==> src/rtl/bldc_hall_tracker_pkg.sv <==
// Hall code constants, code-to-step-index decode and mod-6 transition classification.
// Pure combinational helpers shared by the tracker; no state, no flow control.
package bldc_hall_pkg;

    localparam logic [2:0] HALL_IDX0     = 3'b101;
    localparam logic [2:0] HALL_IDX1     = 3'b100;
    localparam logic [2:0] HALL_IDX2     = 3'b110;
    localparam logic [2:0] HALL_IDX3     = 3'b010;
    localparam logic [2:0] HALL_IDX4     = 3'b011;
    localparam logic [2:0] HALL_IDX5     = 3'b001;
    localparam logic [2:0] HALL_BAD0     = 3'b000;
    localparam logic [2:0] HALL_BAD7     = 3'b111;
    localparam logic [2:0] HALL_IDX_NONE = 3'd7;

    typedef enum logic [2:0] {NONE, FWD, REV, SKIP, INVALID, RESYNC} hall_trans_e;

    function automatic logic [2:0] hall_index(input logic [2:0] code);
        logic [2:0] idx;
        case (code)
            HALL_IDX0: idx = 3'd0;
            HALL_IDX1: idx = 3'd1;
            HALL_IDX2: idx = 3'd2;
            HALL_IDX3: idx = 3'd3;
            HALL_IDX4: idx = 3'd4;
            HALL_IDX5: idx = 3'd5;
            default:   idx = HALL_IDX_NONE;
        endcase
        return idx;
    endfunction

    // Only meaningful when old_code != new_code; old_valid=0 whenever old_code is illegal.
    function automatic hall_trans_e hall_classify(input logic [2:0] old_code,
                                                  input logic [2:0] new_code,
                                                  input logic       old_valid);
        logic [2:0]  oi;
        logic [2:0]  ni;
        logic [3:0]  delta;
        hall_trans_e t;
        oi    = hall_index(old_code);
        ni    = hall_index(new_code);
        delta = (ni >= oi) ? {1'b0, ni - oi} : ({1'b0, ni} + 4'd6 - {1'b0, oi});
        if (new_code == HALL_BAD0 || new_code == HALL_BAD7) t = INVALID;
        else if (!old_valid)                                t = RESYNC;
        else if (delta == 4'd1)                             t = FWD;
        else if (delta == 4'd5)                             t = REV;
        else                                                t = SKIP;
        return t;
    endfunction

endpackage

==> src/rtl/bldc_hall_tracker_filter.sv <==
// Two-flop synchroniser plus stability-count glitch filter; a code is accepted after
// FILTER_CYCLES identical synchronised samples (edge N+1+F), FILTER_CYCLES=0 bypasses.
module hall_glitch_filter #(
    parameter int WIDTH         = 3,
    parameter int FILTER_CYCLES = 4
) (
    input  logic             clk,
    input  logic             reset,
    input  logic [WIDTH-1:0] din,
    output logic [WIDTH-1:0] dout
);

    logic [WIDTH-1:0] sync1_q, sync1_d;
    logic [WIDTH-1:0] sync2_q, sync2_d;

    always_comb begin
        sync1_d = din;
        sync2_d = sync1_q;
    end

    always_ff @(posedge clk) begin
        if (reset) begin
            sync1_q <= '0;
            sync2_q <= '0;
        end else begin
            sync1_q <= sync1_d;
            sync2_q <= sync2_d;
        end
    end

    generate
        if (FILTER_CYCLES == 0) begin : g_bypass
            assign dout = sync2_q;
        end else begin : g_filter
            localparam int              CW    = $clog2(FILTER_CYCLES + 1);
            localparam logic [CW-1:0]   F_MAX = CW'(FILTER_CYCLES);

            logic [WIDTH-1:0] cand_q, cand_d;
            logic [WIDTH-1:0] filt_q, filt_d;
            logic [CW-1:0]    stab_q, stab_d;

            // The mismatching sample itself is the first sample of the new run.
            always_comb begin
                cand_d = sync2_q;
                filt_d = filt_q;
                if (sync2_q != cand_q)   stab_d = CW'(1);
                else if (stab_q == F_MAX) stab_d = stab_q;
                else                      stab_d = stab_q + CW'(1);
                if (stab_d == F_MAX) filt_d = sync2_q;
            end

            always_ff @(posedge clk) begin
                if (reset) begin
                    cand_q <= '0;
                    filt_q <= '0;
                    stab_q <= '0;
                end else begin
                    cand_q <= cand_d;
                    filt_q <= filt_d;
                    stab_q <= stab_d;
                end
            end

            assign dout = filt_q;
        end
    endgenerate

endmodule

==> src/rtl/bldc_hall_tracker.sv <==
// Hall position tracker: filtered hall code -> signed step count, direction, step pulse, sticky errors.
// count/dir/step update at edge N+2+FILTER_CYCLES; BLDC_HALL_PERIOD_EN adds step-period/stall measurement.
module bldc_hall_tracker
    import bldc_hall_pkg::*;
#(
    parameter int COUNTER_WIDTH = 16,
    parameter int FILTER_CYCLES = 4,
    parameter int PERIOD_WIDTH  = 20
) (
    input  logic                     clk,
    input  logic                     reset,
    input  logic [2:0]               hall,
    input  logic                     count_clr,
    input  logic                     err_clr,
    output logic [COUNTER_WIDTH-1:0] count,
    output logic                     dir,
    output logic                     step,
    output logic                     invalid_err,
    output logic                     skip_err,
    output logic [2:0]               hall_filt
`ifdef BLDC_HALL_PERIOD_EN
    ,
    output logic [PERIOD_WIDTH-1:0]  period,
    output logic                     period_valid,
    output logic                     stall
`endif
);

    logic [2:0]               filt_code;
    logic [2:0]               hall_filt_d_q, hall_filt_d_d;
    logic                     prev_valid_q, prev_valid_d;
    logic [COUNTER_WIDTH-1:0] count_q, count_d;
    logic                     dir_q, dir_d;
    logic                     step_q, step_d;
    logic                     invalid_err_q, invalid_err_d;
    logic                     skip_err_q, skip_err_d;
    logic                     inv_set, skip_set;
    hall_trans_e              trans;

    hall_glitch_filter #(
        .WIDTH         (3),
        .FILTER_CYCLES (FILTER_CYCLES)
    ) u_filter (
        .clk   (clk),
        .reset (reset),
        .din   (hall),
        .dout  (filt_code)
    );

    always_comb begin
        trans = NONE;
        if (filt_code != hall_filt_d_q)
            trans = hall_classify(hall_filt_d_q, filt_code, prev_valid_q);
        hall_filt_d_d = filt_code;
        prev_valid_d  = prev_valid_q;
        count_d       = count_q;
        dir_d         = dir_q;
        step_d        = 1'b0;
        inv_set       = 1'b0;
        skip_set      = 1'b0;
        case (trans)
            FWD: begin
                count_d = count_q + COUNTER_WIDTH'(1);
                dir_d   = 1'b1;
                step_d  = 1'b1;
            end
            REV: begin
                count_d = count_q - COUNTER_WIDTH'(1);
                dir_d   = 1'b0;
                step_d  = 1'b1;
            end
            SKIP:    skip_set = 1'b1;
            INVALID: begin
                inv_set      = 1'b1;
                prev_valid_d = 1'b0;
            end
            RESYNC:  prev_valid_d = 1'b1;
            default: ;
        endcase
        // Clear beats a coincident step; set beats a coincident error clear.
        if (count_clr) count_d = '0;
        invalid_err_d = inv_set  | (invalid_err_q & ~err_clr);
        skip_err_d    = skip_set | (skip_err_q    & ~err_clr);
    end

    always_ff @(posedge clk) begin
        if (reset) begin
            hall_filt_d_q <= '0;
            prev_valid_q  <= 1'b0;
            count_q       <= '0;
            dir_q         <= 1'b0;
            step_q        <= 1'b0;
            invalid_err_q <= 1'b0;
            skip_err_q    <= 1'b0;
        end else begin
            hall_filt_d_q <= hall_filt_d_d;
            prev_valid_q  <= prev_valid_d;
            count_q       <= count_d;
            dir_q         <= dir_d;
            step_q        <= step_d;
            invalid_err_q <= invalid_err_d;
            skip_err_q    <= skip_err_d;
        end
    end

    assign count       = count_q;
    assign dir         = dir_q;
    assign step        = step_q;
    assign invalid_err = invalid_err_q;
    assign skip_err    = skip_err_q;
    assign hall_filt   = filt_code;

`ifdef BLDC_HALL_PERIOD_EN
    localparam logic [PERIOD_WIDTH-1:0] PERIOD_MAX = '1;

    logic [PERIOD_WIDTH-1:0] pcnt_q, pcnt_d;
    logic [PERIOD_WIDTH-1:0] period_q, period_d;
    logic                    period_valid_q, period_valid_d;
    logic                    stall_q, stall_d;

    // Restarted only by counted steps; resync and error transitions let it keep running.
    always_comb begin
        pcnt_d         = pcnt_q;
        period_d       = period_q;
        period_valid_d = 1'b0;
        stall_d        = stall_q;
        if (step_d) begin
            period_d       = pcnt_q;
            pcnt_d         = PERIOD_WIDTH'(1);
            period_valid_d = 1'b1;
            stall_d        = 1'b0;
        end else if (pcnt_q == PERIOD_MAX) begin
            stall_d  = 1'b1;
            period_d = PERIOD_MAX;
        end else begin
            pcnt_d = pcnt_q + PERIOD_WIDTH'(1);
        end
    end

    always_ff @(posedge clk) begin
        if (reset) begin
            pcnt_q         <= '0;
            period_q       <= '0;
            period_valid_q <= 1'b0;
            stall_q        <= 1'b0;
        end else begin
            pcnt_q         <= pcnt_d;
            period_q       <= period_d;
            period_valid_q <= period_valid_d;
            stall_q        <= stall_d;
        end
    end

    assign period       = period_q;
    assign period_valid = period_valid_q;
    assign stall        = stall_q;
`endif

endmodule

==> config.mk <==
export PLATFORM = sky130hd
export DESIGN_NAME = bldc_hall_tracker
export DESIGN_NICKNAME = d
export VERILOG_FILES = /design/src/rtl/bldc_hall_tracker_pkg.sv /design/src/rtl/bldc_hall_tracker_filter.sv /design/src/rtl/bldc_hall_tracker.sv
export SDC_FILE = /design/constraint.sdc
export NUM_CORES = 1
export LEC_CHECK = 0
export CAP_MARGIN = 25
export CORE_ASPECT_RATIO = 0.7
export CORE_MARGIN = 2
export CORE_UTILIZATION = 56
export CTS_BUF_LIST = sky130_fd_sc_hd__clkbuf_4 sky130_fd_sc_hd__clkbuf_8 sky130_fd_sc_hd__clkbuf_16
export CTS_CLUSTER_DIAMETER = 80
export CTS_CLUSTER_SIZE = 30
export DETAILED_ROUTE_END_ITERATION = 10
export GPL_ROUTABILITY_DRIVEN = 0
export PLACE_DENSITY = 0.81
export SLEW_MARGIN = 30
export SYNTH_ARGS = -nofsm -noshare
export SYNTH_HDL_FRONTEND = slang
export SYNTH_HIERARCHICAL = 1
export SYNTH_SLANG_ARGS = --single-unit
==> constraint.sdc <==
create_clock -name clk -period 5.25 [get_ports clk]
set_input_delay 1.05 -clock clk [delete_from_list [all_inputs] [get_ports clk]]
set_output_delay 1.05 -clock clk [all_outputs]
set_load 0.01 [all_outputs]
### After elaboration in Yosys (flattened, before gate mapping)

Index checks and enable logic that the tools add are counted.

| cells by class | value |
|---|---|
| add/subtract/negate cells | 6 |
| multiply operators | 0 |
| div/mod/pow operators | 0 |
| order comparisons | 1 |
| eq/ne operators | 24 |
| shift operators | 0 |
| multiplexer cells | 18 |
| bitwise gates (word level) | 5 |
| reductions and logical operators | 6 |

Operators by type and width:

| cell | count |
|---|---|
| one-hot mux 3 bit (6 select lines) | 2 |
| == test 3 bit (second input constant) | 11 |
| one-hot mux 16 bit (2 select lines) | 1 |
| 2-to-1 mux 3 bit | 7 |
| == test 3 x 2 -> 1 bit (second input constant) | 6 |
| adder 16 x 1 -> 16 bit (second input constant) | 1 |
| subtractor 16 x 1 -> 16 bit (second input constant) | 1 |
| == test 3 x 1 -> 1 bit (second input constant) | 3 |
| inequality test 3 bit | 2 |
| adder 3 x 3 -> 4 bit (second input constant) | 1 |
| == test 4 x 1 -> 1 bit (second input constant) | 1 |
| == test 4 x 3 -> 1 bit (second input constant) | 1 |
| 2-to-1 mux 1 bit | 4 |
| 2-to-1 mux 4 bit | 1 |
| one-hot mux 1 bit (2 select lines) | 2 |
| nonzero test 2 bit | 2 |
| OR reduction 2 bit | 2 |
| subtractor 4 x 3 -> 4 bit | 1 |
| adder 3 x 1 -> 3 bit (second input constant) | 1 |
| greater-or-equal comparator 3 bit | 1 |
| logical NOT 3 bit | 1 |
| subtractor 3 bit | 1 |
| bitwise AND 1 bit | 2 |
| 2-to-1 mux 2 bit | 1 |
| other kinds (3) | 4 |

| storage, ports and cells | value |
|---|---|
| register bits | 39 |
| bits in latches | 0 |
| RAM bits | 0 |
| memory bits (read-only) | 0 |
| word-level logic and storage cells | 72 |
| memories | 0 |

### Depth between registers and ports, before layout

| logic depth | value |
|---|---|
| depth after elaboration | 15 |
| gate-level depth with buffers | 22 |
| gate-level depth less buffers | 20 |

### By module

The synthesis kept the hierarchy.

Modules (own cells, without submodules):

| module | times used | cells an instance | area an instance (µm²) | sequential area each (µm²) |
|---|---|---|---|---|
| bldc_hall_tracker | 1 | 231 | 1925.6 | 480.5 |
| hall_glitch_filter | 1 | 48 | 548.0 | 300.3 |

### Least setup slack after synthesis

Ideal clock, no wire load.

| timing path | value |
|---|---|
| path kind | register to register |
| start point | register u_filter.g_filter.filt_q[1], in the netlist u_filter/dout[1] |
| end point | register count_q[9], in the netlist count[9] |
| arrival | 4.510 ns |
| required time | 5.180 ns |
| path slack | 0.670 ns |
| stages on the path, launching flop included | 20 |
| path buffers | 1 |
| cell sequence | dfxtp_1 > buf_2 > nand2_1 > a21boi_0 > ha_1 > inv_1 > ha_1 > inv_1 > fa_1 > or4_1 > mux2i_1 > nand3_1 > inv_1 > ha_1 > a211oi_1 > o21ai_1 > o211a_1 > o21ai_0 > or3b_1 > a21oi_1 |

| on the way | value |
|---|---|
| word-level cells in the longest chain between the ends | 14 |
| elaborated cells between the ends (all ways) | 28 |

Ends and longest elaborated chain:

| what | RTL line | text |
|---|---|---|
| from (decl) | bldc_hall_tracker_filter.sv:39 | `logic [WIDTH-1:0] filt_q, filt_d;` |
| from (signal assigned) | bldc_hall_tracker_filter.sv:59 | `filt_q <= filt_d;` |
| == test 3 x 1 -> 1 bit, or another cell as far along | bldc_hall_tracker_pkg.sv:19 | `case (code)` |
| one-hot mux 3 bit (6 select lines) | bldc_hall_tracker_pkg.sv:19 |  |
| 2-to-1 mux 3 bit | bldc_hall_tracker.sv:52 | `if (filt_code != hall_filt_d_q)` |
| adder 3 x 3 -> 4 bit | bldc_hall_tracker_pkg.sv:41 | `delta = (ni >= oi) ? {1'b0, ni - oi} : ({1'b0, ni} + 4'd6 - {1'b0, oi});` |
| subtractor 4 x 3 -> 4 bit | bldc_hall_tracker_pkg.sv:41 |  |
| 2-to-1 mux 4 bit | bldc_hall_tracker_pkg.sv:41 |  |
| == test 4 x 3 -> 1 bit | bldc_hall_tracker_pkg.sv:45 | `else if (delta == 4'd5) t = REV;` |
| 2-to-1 mux 1 bit | bldc_hall_tracker_pkg.sv:45 |  |
| 2-to-1 mux 2 bit | bldc_hall_tracker_pkg.sv:44 | `else if (delta == 4'd1) t = FWD;` |
| 2-to-1 mux 3 bit | bldc_hall_tracker_pkg.sv:43 | `else if (!old_valid) t = RESYNC;` |
| 2-to-1 mux 3 bit | bldc_hall_tracker_pkg.sv:42 | `if (new_code == HALL_BAD0 \|\| new_code == HALL_BAD7) t = INVALID;` |
| 2-to-1 mux 3 bit (*) | bldc_hall_tracker.sv:52 |  |
| == test 3 x 2 -> 1 bit or == test 3 x 1 -> 1 bit (tied branches) | bldc_hall_tracker.sv:61 | `case (trans)` |
| one-hot mux 16 bit (2 select lines) or nonzero test 2 bit (tied branches) | n/a |  |
| to (signal assigned) | bldc_hall_tracker.sv:98 | `count_q <= count_d;` |
| to (decl) | bldc_hall_tracker.sv:32 | `logic [COUNTER_WIDTH-1:0] count_q, count_d;` |

Every way passes the cells marked *; elsewhere a longest branch is shown, timed or not. The select of a mux whose other input is x is not followed.
A chain may end at the register's enable or synchronous reset.

### Worst setup path after layout

| timing path | value |
|---|---|
| start point | register u_filter.g_filter.filt_q[2], in the netlist u_filter/dout[2] |
| end point | register count_q[9], in the netlist count[9] |

Same word-level chain as after synthesis.

==> flow_summary.toml <==
[pwr]
power_density_nw_per_um2 = 202
power_mw = 0.591
p_seq_share_pct = 51.2
combPwrFrac_pct = 5.0
p_leak_nw = 1.36
switchingPower_mw = 0.133
switching_share_pct = 22.5
clkPwrFrac_pct = 43.8
ir_worst_vdd_v = 0.000133
internal_power_mw = 0.458

[cells_and_area]
multi_input_area_um2 = 1600
n_fill_cell = 370
diodes = 0
fin_nets = 341
register_area_um2 = 781
synthToLayoutAreaGrowth_pct = 18.5
drive_gt1_share_pct = 5.48
fin_util_pct = 68.1

[timing]
post-route-period-util_pct = 91.7
hold_ws_ns = 0.451
report.final.hold_viol_count = 0
setup_ws_ns = 0.435
fin_tns_setup_ns = 0
min_period_ns = 4.81
drv_slew = 0
fmax_mhz = 208
setup_viol = 0
worstMarginPinSlew_ns = 0.650
max_slew_margin_pct = 56.5
rsz0062_at_grt = "false"
fin_skew_ns = 0.00834

[logic_synthesis]
ys_seq_area_share_pct = 31.6
yosys-top-cells-count = "39 x dfxtp_1, 23 x nor2_1, 22 x ha_1"
async_flop_share_pct = 0
synth_area_per_cell_um2 = 8.87
synth_top_flop_cell = "dfxtp_1"
yosysUniqueCellTypes = 49
syn_inst = 279
syn-num-nets = 311
synth-edff-count = 0
post-synth-top-count-cell = "dfxtp_1"
synth_top_area_cell = "dfxtp_1"
synth-seq-cells = 39
yosys.area.top_type_share_pct = 31.6
yosys_warnings = 6
syn_area_um2 = 2470
yosys-top-cells-area = "dfxtp_1 32%, ha_1 11%, mux2i_1 6.5%"

[routing]
drt_wl_total_mm = 5.23
drt_iter0_drc = 88
met3WireLength_um = 206
highest_layer = "met4"
vias = 2079
drtAntennaViolNets = 0
drt-met1-wl_mm = 2.63
route.detailed.drc = 0
wl_met2_mm = 2.32
vias_per_cell = 5.70
first_pass_iters = 4
wl_per_cell_um = 14.3

[min_path]
min-delay-start = "u_filter/sync1_q[2]"
hold_path_class = "register to register"

[placement]
pre_cts_slack_ns = 0.347
portBuffers = 29
hpwlAfterDp_mm = 3.84

[critical_path]
worstPathMaxFanout = 9
path_cells = "inv_1 -> a21boi_1 -> ha_1 -> inv_1 -> ha_1 -> inv_1 -> fa_1 -> or4_1 -> mux2i_1 -> nand3_1 -> inv_1 -> ha_1 -> o211ai_1 -> o21ai_1 -> o211a_1 -> o21ai_0 -> or3b_1 -> a21oi_1"
worst-setup-path-type = "register to register"
worst_ep_arrival_time_ns = 5.05
required_ns = 5.48
cp-start-kind = "register"
r2r-start = "u_filter/dout[2]"
startpoint = "u_filter/dout[2]"
cp-end-kind = "register"
crit_path_frequent_cell = "inv_1"
cp_slowest_cell = "or4_1"
slowest_delay_ns = 0.50

[clocking]
hold_buffers = 0
clockBufferDepth = 2
ctsResizeCount = 0
cts_max_level = 2
clk_pin_slew_ns = 0.09
cts_tree = "yes"
cts_buffers = 5
cts_sinks = 39
post_cts_buffers = 0
clockRootBuffer = "clkbuf_8"
clk_latency_ns = 0.30

[grt]
grt_antenna_before_repair = 0
grt_pass1_vias = 1978
track_usage_pct = 22.3
grt_pass1_wl_mm = 8.77
grt_overflow = 0
grt_max_degree = 27

[floorplan]
die_w_um = 83.4
die_h_um = 59.6
core-area_um2 = 4300
dieArea_um2 = 4970
initial_core_util_pct = 57.5
num_rows = 20
io_pins = 30

[job]
drv_cap = 0

[outcome]
status = "finished clean"
[registers in the layout, summed over array words and instances (netlist names), 3 cells and up]
name / count
count: 16
hall_filt_d_q: 3
u_filter/dout: 3
u_filter/g_filter.cand_d: 3
u_filter/g_filter.cand_q: 3
u_filter/g_filter.stab_q: 3
u_filter/sync1_q: 3
[layer usage]
layer,vias up,GRT usage [%]
met5,-,0
met4,0,8.06
met3,11,4.32
met2,42,36.8
met1,978,29.8
li1,1048,-
[final timing paths]
| path | slack, ns | endpoint | cells after the start |
|---|---|---|---|
| max reg2reg | 0.44 | count[9] | 18 |
| min | 0.45 | u_filter/g_filter.cand_d[2] | 1 |
| max | 0.44 | count[9] | 18 |
| min reg2reg | 0.45 | u_filter/g_filter.cand_d[2] | 1 |
[cell usage in the layout, fill, tap and decap left out, types with 4 or more instances in the layout]
cell type / netlist / final
o21ai_0: 7 / 7
nand3_1: 7 / 7
nor3_1: 5 / 5
dfxtp_1: 39 / 39
clkbuf_8: 0 / 5
a31oi_1: 5 / 5
xor2_1: 9 / 9
xnor2_1: 13 / 13
nor2_1: 23 / 23
ha_1: 22 / 22
clkdlybuf4s50_1: 0 / 29
o211ai_1: 4 / 4
nand2_1: 19 / 19
nand2b_1: 5 / 5
a21o_1: 7 / 7
nor2b_1: 15 / 15
mux2i_1: 16 / 16
inv_1: 14 / 14
a21oi_1: 17 / 17
[cells by family (layout without fill, tap and decap cells)]
logic type | after synthesis | count (layout) | share of synthesized area, %
flip-flops | 39 | 39 | 31.6
buffers and inverters | 23 | 54 | 3.74
AO/OA/AOI/OAI | 59 | 59 | 15.6
AND/OR/NAND/NOR | 91 | 91 | 19.5
multiplexers | 20 | 20 | 8.30
adder cells (fa/ha/maj) | 25 | 25 | 13.6
XOR/XNOR | 22 | 22 | 7.79
[power groups by stage]
stage	combinational (mW)	sequential, mW	clock, mW
floorplan	0.0200	0.309	0
global placement	0.0288	0.309	0
detailed placement	0.0297	0.310	0
CTS	0.0300	0.303	0.264
global route	0.0331	0.303	0.276
finish	0.0298	0.303	0.259
[metrics by stage]
stage / cell area [um2] / instances
floorplan: 2470 / 279
global placement: 2820 / 357
detailed placement: 2820 / 357
CTS: 2930 / 365
global route: 2930 / 365
finish: 2930 / 365
[critical path, delay by kind of cell, from the launching register on]
kind,cells,cell delay [ns]
fa+ha+maj,4,1.26
buf+inv,4,0.51
mux,1,0.19
compound gates,6,1.32
flops,1,0.45
simple gates,3,1.01
[area by class of cell]
class	count	share of cell area, %
inverter	14	1.79
clock inverter	3	1.62
sequential	39	26.6
multi-input combinational	217	54.6
timing repair buffer	32	10.7
clock buffer	5	2.35
tap	55	2.35
(Power assumes the default switching activity.)
